<file path="src/rtl/mnist_result_tx.sv">
// rtl/mnist_result_tx.sv - MNIST class-score frame transmitter over a 4-phase valid/ack byte link
// Optional trailing XOR checksum byte when MNIST_RESULT_TX_CHECKSUM_EN is defined.
module mnist_result_tx #(
  parameter logic [7:0] HEADER      = 8'hA5,
  parameter int         NUM_CLASSES = 10
) (
  input  logic                     clk,
  input  logic                     rst_n,
  input  logic                     ena,
  input  logic                     start,
  input  logic [8*NUM_CLASSES-1:0] scores,
  input  logic                     tx_ack,
  output logic [7:0]               tx_data,
  output logic                     tx_valid,
  output logic                     busy,
  output logic                     done
);

  localparam int IW = 5;
`ifdef MNIST_RESULT_TX_CHECKSUM_EN
  localparam int LAST_IDX = NUM_CLASSES + 2;
`else
  localparam int LAST_IDX = NUM_CLASSES + 1;
`endif
  localparam logic [IW-1:0] LAST = IW'(LAST_IDX);
  localparam logic [IW-1:0] NC   = IW'(NUM_CLASSES);

  typedef enum logic [1:0] {
    S_IDLE,
    S_SEND,
    S_RELEASE
  } state_t;

  state_t                   state_q, state_d;
  logic [IW-1:0]            idx_q, idx_d;
  logic [8*NUM_CLASSES-1:0] scores_q, scores_d;
  logic [7:0]               max_val_q, max_val_d;
  logic [3:0]               max_idx_q, max_idx_d;
  logic [7:0]               tx_data_q, tx_data_d;
  logic                     tx_valid_q, tx_valid_d;
  logic                     busy_q, busy_d;
  logic                     done_q, done_d;
  logic                     ack_meta_q, ack_s_q;
`ifdef MNIST_RESULT_TX_CHECKSUM_EN
  logic [7:0]               csum_q, csum_d, new_csum;
`endif

  logic [IW-1:0] sidx;
  logic [7:0]    sent_score, new_max_val;
  logic [3:0]    new_max_idx;
  logic          is_score;

  function automatic logic [7:0] get_score(input logic [8*NUM_CLASSES-1:0] v,
                                           input logic [IW-1:0] k);
    logic [7:0] r;
    r = 8'h00;
    for (int i = 0; i < NUM_CLASSES; i++) begin
      if (k == IW'(i)) r = v[8*i +: 8];
    end
    return r;
  endfunction

  // tx_ack is asynchronous; only the second flop is ever looked at.
  always_ff @(posedge clk) begin
    if (!rst_n) begin
      ack_meta_q <= 1'b0;
      ack_s_q    <= 1'b0;
    end else if (ena) begin
      ack_meta_q <= tx_ack;
      ack_s_q    <= ack_meta_q;
    end
  end

  // idx_q is the byte on the wire: 0 header, 1..NC scores, NC+1 argmax, NC+2 checksum.
  always_comb begin
    sidx        = idx_q - 5'd1;
    is_score    = (idx_q >= 5'd1) && (idx_q <= NC);
    sent_score  = get_score(scores_q, sidx);
    new_max_val = max_val_q;
    new_max_idx = max_idx_q;
    if (is_score && (sent_score > max_val_q)) begin
      new_max_val = sent_score;
      new_max_idx = sidx[3:0];
    end
  end

`ifdef MNIST_RESULT_TX_CHECKSUM_EN
  always_comb begin
    new_csum = csum_q;
    if ((idx_q >= 5'd1) && (idx_q <= NC + 5'd1)) new_csum = csum_q ^ tx_data_q;
  end
`endif

  always_comb begin
    state_d    = state_q;
    idx_d      = idx_q;
    scores_d   = scores_q;
    max_val_d  = max_val_q;
    max_idx_d  = max_idx_q;
    tx_data_d  = tx_data_q;
    tx_valid_d = tx_valid_q;
    busy_d     = busy_q;
    done_d     = 1'b0;
`ifdef MNIST_RESULT_TX_CHECKSUM_EN
    csum_d     = csum_q;
`endif
    case (state_q)
      S_IDLE: begin
        if (start) begin
          scores_d   = scores;
          idx_d      = '0;
          max_val_d  = 8'h00;
          max_idx_d  = 4'h0;
`ifdef MNIST_RESULT_TX_CHECKSUM_EN
          csum_d     = 8'h00;
`endif
          tx_data_d  = HEADER;
          tx_valid_d = 1'b1;
          busy_d     = 1'b1;
          state_d    = S_SEND;
        end
      end
      S_SEND: begin
        if (ack_s_q) begin
          tx_valid_d = 1'b0;
          state_d    = S_RELEASE;
        end
      end
      S_RELEASE: begin
        if (!ack_s_q) begin
          max_val_d = new_max_val;
          max_idx_d = new_max_idx;
`ifdef MNIST_RESULT_TX_CHECKSUM_EN
          csum_d    = new_csum;
`endif
          if (idx_q == LAST) begin
            busy_d  = 1'b0;
            done_d  = 1'b1;
            state_d = S_IDLE;
          end else begin
            idx_d      = idx_q + 5'd1;
            tx_valid_d = 1'b1;
            state_d    = S_SEND;
            if (idx_q < NC) begin
              tx_data_d = get_score(scores_q, idx_q);
            end else if (idx_q == NC) begin
              tx_data_d = {4'h0, new_max_idx};
            end else begin
`ifdef MNIST_RESULT_TX_CHECKSUM_EN
              tx_data_d = new_csum;
`else
              tx_data_d = tx_data_q;
`endif
            end
          end
        end
      end
      default: state_d = S_IDLE;
    endcase
  end

  always_ff @(posedge clk) begin
    if (!rst_n) begin
      state_q    <= S_IDLE;
      idx_q      <= '0;
      scores_q   <= '0;
      max_val_q  <= 8'h00;
      max_idx_q  <= 4'h0;
      tx_data_q  <= 8'h00;
      tx_valid_q <= 1'b0;
      busy_q     <= 1'b0;
      done_q     <= 1'b0;
`ifdef MNIST_RESULT_TX_CHECKSUM_EN
      csum_q     <= 8'h00;
`endif
    end else if (ena) begin
      state_q    <= state_d;
      idx_q      <= idx_d;
      scores_q   <= scores_d;
      max_val_q  <= max_val_d;
      max_idx_q  <= max_idx_d;
      tx_data_q  <= tx_data_d;
      tx_valid_q <= tx_valid_d;
      busy_q     <= busy_d;
      done_q     <= done_d;
`ifdef MNIST_RESULT_TX_CHECKSUM_EN
      csum_q     <= csum_d;
`endif
    end
  end

  assign tx_data  = tx_data_q;
  assign tx_valid = tx_valid_q;
  assign busy     = busy_q;
  assign done     = done_q;

endmodule

</file>
<file path="config.mk">
export PLATFORM = sky130hd
export DESIGN_NAME = mnist_result_tx
export DESIGN_NICKNAME = d
export VERILOG_FILES = /design/src/rtl/mnist_result_tx.sv
export SDC_FILE = /design/constraint.sdc
export NUM_CORES = 1
export LEC_CHECK = 0
export BUFFER_PORTS_ARGS = -buffer_cell sky130_fd_sc_hd__buf_2
export CAP_MARGIN = 20
export CORE_MARGIN = 10
export CORE_UTILIZATION = 32
export DETAILED_ROUTE_END_ITERATION = 8
export GPL_TIMING_DRIVEN = 0
export PLACE_DENSITY = 0.53
export SLEW_MARGIN = 10
export SYNTH_ARGS = -nofsm -noshare
export SYNTH_HDL_FRONTEND = slang
export SYNTH_SLANG_ARGS = --single-unit
export TNS_END_PERCENT = 10
</file>
<file path="constraint.sdc">
create_clock -name clk -period 5 [get_ports clk]
set_input_delay 1 -clock clk [delete_from_list [all_inputs] [get_ports clk]]
set_output_delay 1 -clock clk [all_outputs]
set_load 0.005 [all_outputs]
</file>
* Word-level counts from Yosys, hierarchy flattened
Cells that the tools add are included.
Word-level totals: output and inout bits 11, flip-flop bits (word level) 112, logic and storage cells 115, input port bits 85
Cells by class: reductions and logical operators 15, equality and inequality tests 29, order comparisons 4, add/subtract/negate cells 2, muxes and demuxes 54
Operators with widths (number):
- $mux 8 | 28
- $eq 5x3->1 const B | 8
- $pmux 8 s2 | 2
- $eq 5x4->1 const B | 6
- $eq 5x2->1 const B | 4
- $mux 5 | 3
- $reduce_and 5->1 | 3
- $mux 4 | 3
- $ne 2x2->1 const B | 6
- $reduce_and 6->1 | 2
- $eq 5x1->1 const B | 2
- $logic_not 5->1 | 2
- $mux 1 | 10
- $pmux 5 s2 | 1
- $gt 8x8->1 | 1
- $pmux 4 s2 | 1
- $reduce_and 4->1 | 2
- $mux 2 | 3
- $pmux 2 s3 | 1
- $add 5x1->5 const B | 1
- $ge 5x1->1 const B | 1
- $le 5x4->1 const B | 1
- $lt 5x4->1 const B | 1
- $sub 5x1->5 const B | 1
- other kinds (10) | 11

* Depth between registers and ports, before layout
Gate-level depths: netlist of the first run.
depth in word-level cells 20, depth in mapped cells 19, mapped depth without buffers 15

* Least setup slack after synthesis of the first run
Ideal clock, no wire load.
kind register -> register, start point register idx_q[0], end point register max_val_q[3], period minus slack after synthesis 3.837 ns, arrival time 3.750 ns, cell stages (with the launch flop) 17, path buffers 2, setup time 0.087 ns, path slack 1.163 ns, data required time 4.913 ns, cell sequence dfxtp_1 -> buf_2 -> inv_1 -> ha_1 -> clkbuf_1 -> or2_2 -> o31ai_1 -> o2111ai_1 -> o211a_1 -> o2111ai_2 -> ha_1 -> nand3_1 -> nor2_1 -> a31oi_1 -> nand4_2 -> or2_2 -> o31ai_1
Between the ends: longest elaborated chain between the ends 16, elaborated cells on any way between the ends 31, those cells by class add/sub (1); order compare (3); eq/ne (10); mux (13); reduce/logical (4)
RTL lines:
- start: declaration | line 35 | logic [IW-1:0] idx_q, idx_d;
- start signal: assignment | line 178 | idx_q <= idx_d;
- $sub 5x1->5 | line 76 | sidx = idx_q - 5'd1;
- $logic_not 5->1 | line 58 | if (k == IW'(i)) r = v[8*i +: 8];
- $mux 8 (10 in a row) | line 58
- $gt 8x8->1 | line 81 | if (is_score && (sent_score > max_val_q)) begin
- $logic_and 1x1->1 | line 81
- $ne 2x2->1 (no line)
- $reduce_and 5->1 (no line)
- end signal: assignment | line 180 | max_val_q <= max_val_d;
- end: declaration | line 37 | logic [7:0] max_val_q, max_val_d;
Parallel ways exist; a longest one is shown, timed or not. The select of a mux whose other input is x is not followed. A chain may end at the register's enable or synchronous reset.

* Worst setup path after layout of the first run
start point register idx_q[0], end point register max_val_q[6]
The elaborated chain is that of the path after synthesis.

==> results of run 1 <==
layout make-up:
class	count	area [sq um]	share of cell area [%]
plain buffers	71	313	3.94
multi-input cells	705	4210	53.0
well taps	275	344	4.34
clock buffers	10	239	3.01
clock inverters	6	42.5	0.536
repair buffers	94	470	5.93
inverters	21	78.8	0.993
flip-flops and latches	112	2240	28.3
placed cells by master, fill, tap and decap left out, types with 14 or more instances in the layout:
cell type,netlist,layout
clkbuf_1,51,46
nand2_1,238,238
nor2_1,40,40
o211ai_1,16,16
a21oi_1,40,39
nor2b_1,18,18
o21ai_0,49,49
a21boi_0,86,86
inv_1,21,21
nand3_1,14,14
buf_2,13,107
dfxtp_1,112,112
kinds of logic after synthesis:
| family | after synthesis | synth area share, % |
|---|---|---|
| DFF | 112 | 33.0 |
| AOI/OAI and AO/OA | 299 | 31.7 |
| and+or+nand+nor | 385 | 25.9 |
| xor gates and xnor gates | 2 | 0.258 |
| buffers and inverters | 93 | 5.73 |
| adders and majority gates | 14 | 2.58 |
| muxes | 5 | 0.755 |
stage by stage:
step	hold slack (ns)	cells	setup slack, ns	cell area, sq um	TNS, ns
after floorplan	0.425	910	1.16	6790	0
after global placement	0.434	1279	-0.235	7610	-1.82
after detailed placement	0.440	1279	-0.220	7610	-1.67
after CTS	0.455	1295	0.0446	7900	0
after global routing	0.482	1294	0.0347	7940	0
final	0.454	1294	0.291	7940	0
cells in the mapped netlist (9+ instances only):
master and count:
clkbuf_1 51, o21ai_0 49, dfxtp_1 112, nor2_1 40, nor2b_1 18, o211ai_1 16
o31ai_1 9, nand2_1 238, a21oi_1 40, a21boi_0 86, buf_2 13, nand3_1 14
o221ai_1 9, inv_1 21, ha_1 14, o21a_1 12
power by group:
group / internal (mW) / leakage [nW] / switching, mW
clock network: 0.354 / 0.135 / 0.360
registers: 0.927 / 0.912 / 0.0391
logic: 0.0719 / 1.81 / 0.0945
sequential cells by signal, summed over array words and instances (netlist names):
register	count
scores_q	80
max_val_q	8
tx_data	8
idx_q	5
max_idx_q	4
state_q	2
ack_meta_q	1
ack_s_q	1
busy	1
done	1
tx_valid	1
how the worst max path moves through the flow:
stage,from,endpoint,slack (ns),cells after the start
final,idx_q[0],max_val_q[6],0.29,17
after global routing,idx_q[0],max_val_q[3],0.03,17
after CTS,idx_q[0],max_val_q[3],0.04,18
after detailed placement,idx_q[0],max_val_q[4],-0.22,17
after global placement,idx_q[0],max_val_q[2],-0.24,17
after floorplan,idx_q[0],max_val_q[3],1.16,16
per-layer routing:
layer,part of all wire [%],vias to the layer above
li1,-,3432
met1,46,3329
met2,44,266
met3,7.2,43
met4,2.4,0
met5,0,-
critical path, delay by kind of cell, from the launching register on:
family	cells	cell delay (ns)
DFF	1	0.42
AOI/OAI and AO/OA	6	1.54
and+or+nand+nor	4	0.88
adders and majority gates	2	0.59
buffers and inverters	5	1.21
==> metrics, run 1 <==
Initial DRT Pass Iterations 5; fmax ~0.21 GHz; initial core utilization about a third; RSZ-0062 raised after global routing no; Pwr Total around 1.8 mW; minimum clock period 4.71 ns; Post-Syn Area roughly 6800 sq um; Power Dens Cells between 200 and 250 nW/um^2; WS Path Type flip-flop to flip-flop; worst hold path type flip-flop to flip-flop; net count reported at finish between 1,000 and 1,500; Setup Fix Bufs, Post-CTS 0; synth top area cells dfxtp_1, nand2_1, a21boi_0, o21ai_0, a21oi_1; Critical Path AT approximately 5.0 ns; hold path depth 2; Post-CTS Hold Buffers 0; Fillers approximately 2,300; Placer Congestion just under 1; Syn. warnings 0; first-pass GRT wire length 40,700 microns; Final period util between 90% and 100%; # DRC 0; Worst Setup Start Kind flip-flop; Die Y around 170 microns; crit path max fanout 10; GR Util met3 3.57%; Clock Path Buffers 2; Leakage around 2.9 nW; io pins 96; Synth async-reset ratio 0%; count of input and output buffers between 90 and 100; WL per Instance 20.6 microns; Final Skew 0.00802 ns; final core occ 37.9%; synthesized instance count around 900; R2R Path Start idx_q[0]; Slew @ Worst Pin roughly 0.9 ns; Overflow after GRT 0; Mapped Nets approximately 1,000; Worst path max stage delay approximately 0.45 ns; Worst Hold Launch max_val_q[3]; number of synthesized flops with an enable pin 0; GRT Total Usage a little under a fifth; relative slew slack between 30% and 40%; H-tree levels 3; GRT busiest layer met2; worst skew pair latency between 0.3 and 0.4 ns; antenna violations before repair 0; Worst Reg-to-Reg Cells 17; Vias about 7,000; Endpoint, Worst Hold max_val_q[3]; Die Area 27,400 sq um; routed wire length 26,700 microns; post-synth top area share approximately a third; Slowest-stage cell, CP a221oi_1; DR vias/cell 5.46; HPWL Detailed roughly 21,000 microns; Req. time, crit path approximately 5.3 ns; R2R setup slack 0.29 ns; max-slew violations 0; post-cts resize count 4; share of cells above drive strength 1 roughly 16%; number of global-route vias before repair 6,842; synth-to-layout area growth 16.9%; CTS tree yes; DRT antenna net count 0; max cap viols 0; clk slew on worst S/H paths 0.07 ns; maximum vdd ir drop between 0.1 and 0.15 mV; first-iteration detailed-routing DRC count just under 600; dominant synthesized flop cell dfxtp_1; root buffer cell clkbuf_16; row count 53; Reg2Reg Capture Point max_val_q[6]; Yosys top cell by area dfxtp_1; number of distinct library cells after synthesis 79; sequence of cells on the critical path buf_2 -> inv_1 -> ha_1 -> buf_2 -> clkbuf_2 -> clkbuf_2 -> a221oi_1 -> o311ai_2 -> a31oi_2 -> nor2_1 -> ha_1 -> nand3_1 -> o221ai_1 -> a221o_1 -> nand4_2 -> or2_2 -> o31ai_1; endpoints failing hold 0; met2 usage in global routing between 20 and 30%; Floorplan Core Area 21,000 sq um; clk sinks between 100 and 150; Die Wd around 170 microns; endpoints failing setup 0; register area share after synthesis 33.0%; n_diodes 0; Crit. End Element flip-flop; Yosys reg bits about 110; M1 GR Usage 25.2%; largest net degree at the start of global routing 19; status finished clean; synthesized area per cell between 7 and 8 sq um; CTS buffer count 9
(Power assumes the default switching activity.)
==> inputs of run 2 (changes only) <==
REMOVE_ABC_BUFFERS = 1   (was not set)
==> run 2 against run 1 <==
Against the previous run: fmax increased by 1.2%; non-clock buffer count decreased by 63; sequential cell count unchanged; hold slack improved by 0.0095 ns; global-route usage decreased by 3.1 points; core utilization decreased by 0.69 points; die area unchanged; clock-buffer cell count increased by 2; first-iteration DRC count decreased by 14%; critical path type unchanged.
==> metrics, run 2 (synthesis results as in run 1) <==
status finished clean; Clock Path Buffers 2 (unchanged); max-slew violations 0 (unchanged); most frequent cells in the layout nand2_1, dfxtp_1, buf_2; endpoints failing hold 0 (unchanged); Slew @ Worst Pin 1.03 ns (+0.119 ns); net count reported at finish 1,050 (-5.7%); io pins 96 (unchanged); share of cells above drive strength 1 16.2% (+0.41 points); CTS buffer count 9 (unchanged); DR vias/cell 5.37 (-1.7%); # DRC 0 (unchanged); largest net degree at the start of global routing 82 (+63); worst hold path type flip-flop to flip-flop; Final period util 93.1% (-1.1 points); Overflow after GRT 0 (unchanged); Worst Setup Start Kind flip-flop; Floorplan Core Area 21,000 sq um (unchanged); first-iteration detailed-routing DRC count 506 (-14%); max cap viols 0 (unchanged); count of input and output buffers 95 (+1.1%); Req. time, crit path 5.28 ns (about the same); Worst path max stage delay 0.79 ns (+0.34 ns); commonest non-fill, non-tap cell in the layout nand2_1; Pwr Total 1.89 mW (+2.2%); max reg flops 80 (unchanged); DP Area 7420 sq um (-2.5%); Reg with most FFs scores_q; maximum vdd ir drop 0.139 mV (-3.5%); worst skew pair latency 0.37 ns (about the same); crit path max fanout 18 (+8); sequence of cells on the critical path inv_1 -> ha_2 -> clkinvlp_4 -> or4b_1 -> o311ai_2 -> a31oi_1 -> nor2_1 -> ha_1 -> nand3_1 -> nor2_1 -> a31oi_1 -> nand4_2 -> or2_2 -> o31ai_1; clk sinks 112 (unchanged); minimum clock period 4.65 ns (-0.0557 ns); Post-CTS Hold Buffers 0 (unchanged); Worst path top cell family by delay simple AND/OR/NAND/NOR gates; synth-to-layout area growth 14.7%; fmax 0.215 GHz (+1.2%); Final Instance Area 7790 sq um (-1.8%); endpoints failing setup 0 (unchanged); Slowest-stage cell, CP or4b_1; n_diodes 0 (unchanged); Initial DRT Pass Iterations 5 (unchanged); DRT antenna net count 0 (unchanged); WS Path Type flip-flop to flip-flop; Power Dens Cells 242 nW/um^2 (+4.1%); GRT Total Usage 15.6% (-3.1 points); clk slew on worst S/H paths 0.08 ns (about the same); hold slack final 0.463 ns (+0.00954 ns); Leakage 2.77 nW (-2.9%); Die Wd 166 microns (unchanged); number of global-route vias before repair 6,480 (-5.3%); final core occ 37.2% (-0.69 points); RSZ-0062 raised after global routing no; root buffer cell clkbuf_16; H-tree levels 3 (unchanged); Placer Congestion 0.909 (-6.7%); Vias 6,610 (-6.5%); initial core utilization 32.4% (unchanged); routed wire length 22,100 microns (-17%); Die Area 27,400 sq um (unchanged); row count 53 (unchanged); relative slew slack 31.6% (-7.9 points); HPWL Detailed 15,900 microns (-24%); Critical Path AT 4.93 ns (-0.07 ns); WP buf/inv 2 (-3); antenna violations before repair 0 (unchanged); Final Skew 0.00968 ns (+0.00166 ns); first-pass GRT wire length 35,300 microns (-13%); Die Y 166 microns (unchanged); WL per Instance 18.0 microns (-13%); CTS tree yes; Crit. End Element flip-flop
run 2: changes by cell type in the layout (fill, tap and decap cells not counted), moves of 2 or more:
cell | before | now
ha_1 | 13 | 9
buf_12 | 0 | 4
clkbuf_1 | 46 | 1
a31oi_1 | 4 | 6
ha_2 | 1 | 4
dfxtp_1 | 112 | 109
buf_1 | 3 | 0
dfxtp_2 | 0 | 3
buf_6 | 3 | 1
a31oi_2 | 2 | 0
buf_2 | 107 | 94
buf_4 | 0 | 2
clkbuf_2 | 6 | 0
run 2: power by group:
group          switching, mW  leakage [nW]  internal [mW]  total (mW)
sequential            0.0347         0.914          0.927       0.962
clock                  0.353         0.149          0.418       0.771
combinational         0.0839          1.71         0.0710       0.155
run 2: final cells by class:
type / instances / area, sq um
fillers: 2319 / 13200
multi-input cells: 705 / 4220
flip-flops and latches: 112 / 2250
repair buffers: 102 / 592
well taps: 275 / 344
clock buffers: 12 / 256
inverters: 21 / 82.6
clock inverters: 4 / 51.3
run 2: per-stage QoR:
| step | TNS [ns] | setup slack (ns) | cells |
|---|---|---|---|
| after global routing | 0 | 0.0280 | 1231 |
| after CTS | 0 | 0.0956 | 1230 |
| after global placement | -21.51 | -1.47 | 1208 |
| after floorplan | 0 | 0.387 | 838 |
| final | 0 | 0.346 | 1231 |
| after detailed placement | -1.96 | -0.267 | 1213 |
run 2: final timing paths:
kind,start,endpoint,slack (ns),cells after the start
worst max-delay path,idx_q[0],max_val_q[3],0.35,14
worst max register to register,idx_q[0],max_val_q[3],0.35,14
worst min-delay path,max_val_q[6],max_val_q[6],0.46,2
worst min register to register,max_val_q[6],max_val_q[6],0.46,2
run 2: timing repair:
item | CTS | global route
resized for setup | 6 | 6
setup endpoints to repair | 13 | 16
setup buffers | 1 | 0
run 2: worst reg2reg max path, delay by kind of cell, from the launching register on:
family	cells	cell delay (ns)
flip-flops	1	0.43
buffers and inverters	2	0.55
AO/OA/AOI/OAI	4	0.97
AND/OR/NAND/NOR	6	1.84
adder cells (fa/ha/maj)	2	0.79
run 2: per-layer routing:
| layer | vias to the layer above | global-route usage, % | routed length (microns) |
|---|---|---|---|
| met5 | - | 0 | 0 |
| li1 | 3307 | - | - |
| met2 | 215 | 25.1 | 9970 |
| met4 | 0 | 4.78 | 482 |
| met3 | 33 | 3.57 | 1360 |
| met1 | 3055 | 20.1 | 10300 |
==> inputs of run 3 (changes only) <==
CORE_UTILIZATION = 45   (was 32)
PLACE_DENSITY = 0.68   (was 0.53)
==> run 3 against run 2 <==
Against the previous run: global-route usage rose by 3.9 points; non-clock buffer count fell by 1; final area fell by 1.8%; sequential share of layout area rose by 0.51 points; sequential cell count did not move; core utilization rose by 15 points; hold slack improved by 0.00075 ns; final cell count fell by 7.5%; highest routed layer unchanged.
==> metrics, run 3 (synthesis results as in run 1) <==
Overflow after GRT 0 (unchanged); Post-CTS Hold Buffers 0 (unchanged); DR vias/cell 5.83 (+8.6%); Vias 6,639 (+0.44%); clk slew on worst S/H paths 0.07 ns (about the same); Crit. End Element flip-flop; first-iteration detailed-routing DRC count 569 (+12%); multi-input logic area 4220 sq um (about the same); commonest non-fill, non-tap cell in the layout nand2_1; worst hold path type flip-flop to flip-flop; Final Instance Area 7650 sq um (-1.8%); Worst Hold Launch max_val_q[6]; status finished clean; max reg flops 80 (unchanged); Die Area 20,400 sq um (-26%); io pins 96 (unchanged); Reg with most FFs scores_q; post-route insts no fill 1,139 (-7.5%); endpoints failing hold 0 (unchanged); antenna violations before repair 0 (unchanged); DRT antenna net count 0 (unchanged); Placed Cells 1,123 (-7.4%); Pwr Total 1.82 mW (-3.7%); net count reported at finish 1,049 (-0.095%); Worst Reg-to-Reg Cells 14 (unchanged); post-route setup slack 0.289 ns (-0.0569 ns); Reg2Reg Capture Point max_val_q[3]; FF/Latch Area 2240 sq um (about the same); sequence of cells on the critical path inv_1 -> ha_4 -> buf_12 -> clkinvlp_4 -> or4b_1 -> nand3_2 -> o2111ai_2 -> ha_1 -> nand3_1 -> o221ai_1 -> a221o_1 -> nand4_2 -> or2_2 -> o31ai_1; Endpoint, Worst Hold max_val_q[6]; H-tree levels 3 (unchanged); GRT Total Usage 19.5% (+3.9 points); Die Wd 143 microns (-14%); Slew @ Worst Pin 1.09 ns (+0.0657 ns); WL per Instance 17.6 microns (-2.3%); Initial DRT Pass Iterations 6 (+1); synth-to-layout area growth 12.7%; minimum clock period 4.71 ns (+0.0569 ns); Fillers 1,504 (-35%); initial core utilization 46.4% (+14 points); WS Path Type flip-flop to flip-flop; Placer Congestion 0.939 (+3.3%); R2R Path Start idx_q[0]; CTS buffer count 9 (unchanged); crit path max fanout 38 (+20); Critical Path AT 4.98 ns (+0.05 ns); row count 44 (-17%); Req. time, crit path 5.27 ns (about the same); max cap viols 0 (unchanged); post-cts resize count 3 (-3); routed wire length 20,000 microns (-9.6%); endpoints failing setup 0 (unchanged); number of global-route vias before repair 6,340 (-2.2%); RSZ-0062 raised after global routing no; Floorplan Core Area 14,600 sq um (-30%); first-pass GRT wire length 32,600 microns (-7.8%); Final period util 94.2% (+1.1 points); CTS tree yes; share of cells above drive strength 1 15.8% (-0.40 points); Worst path max stage delay 0.84 ns (+0.05 ns); HPWL Detailed 14,700 microns (-7.5%); worst skew pair latency 0.36 ns (about the same); max-slew violations 0 (unchanged); fmax 0.212 GHz (-1.2%); most frequent cells in the layout nand2_1, dfxtp_1, buf_2; Clock Path Buffers 2 (unchanged); # DRC 0 (unchanged); n_diodes 0 (unchanged); clk sinks 112 (unchanged); DP Area 7320 sq um (-1.2%); relative slew slack 27.1% (-4.5 points); pre-CTS setup slack -0.179 ns (+0.0886 ns); maximum vdd ir drop 0.147 mV (+5.4%); root buffer cell clkbuf_16; Worst Setup Start Kind flip-flop; count of input and output buffers 95 (unchanged); Slowest-stage cell, CP or4b_1; Setup Fix Bufs, Post-CTS 0 (-1); Die Y 143 microns (-14%); Power Dens Cells 238 nW/um^2 (-2.0%); largest net degree at the start of global routing 82 (unchanged); Final Skew 0.0106 ns (+0.000871 ns); Leakage 2.77 nW (-0.12%); hold slack final 0.464 ns (+0.000748 ns); hold path depth 2 (unchanged); R2R setup slack 0.29 ns (-0.06 ns)
run 3: critical path, delay by kind of cell (launching register included):
| kind | cells | cell delay (ns) |
|---|---|---|
| simple gates | 5 | 1.78 |
| compound gates | 4 | 0.86 |
| buf+inv | 3 | 0.85 |
| flops | 1 | 0.43 |
| fa+ha+maj | 2 | 0.66 |
run 3: layer usage:
metal	wire length, microns	share of wire [%]	track usage, %
met5	0	0	0
met1	9070	45	25.6
met4	426	2.1	6.46
met2	9060	45	30.9
met3	1450	7.3	4.48
run 3: cell type report:
class | instances | area share, %
tap | 184 | 3.01
timing repair buffer | 101 | 7.75
multi-input combinational | 705 | 55.1
inverter | 21 | 1.08
clock inverter | 4 | 0.360
clock buffer | 12 | 3.35
sequential | 112 | 29.3
run 3: power breakdown:
group	total, mW	switching, mW	internal, mW
Combinational	0.153	0.0817	0.0710
Clock	0.705	0.338	0.367
Sequential	0.960	0.0330	0.927
Total	1.82	0.452	1.37
run 3: how the worst max path moves through the flow:
| stage | slack [ns] | depth (start not counted) | start | endpoint |
|---|---|---|---|---|
| after CTS | -0.002 | 15 | idx_q[0] | max_val_q[3] |
| after detailed placement | -0.18 | 13 | idx_q[0] | max_val_q[7] |
| after global placement | -1.29 | 11 | idx_q[1] | max_val_q[1] |
| after global routing | 0.02 | 13 | idx_q[2] | max_val_q[3] |
| after floorplan | 0.39 | 13 | idx_q[1] | max_val_q[6] |
| final | 0.29 | 14 | idx_q[0] | max_val_q[3] |
run 3: through the flow:
stage | utilization (%) | setup TNS (ns)
after floorplan | - | 0
after detailed placement | 50.0 | -1.36
after CTS | 52.1 | -0.00224
final | 52.3 | 0
after global routing | 52.3 | 0
after global placement | 49.1 | -18.37
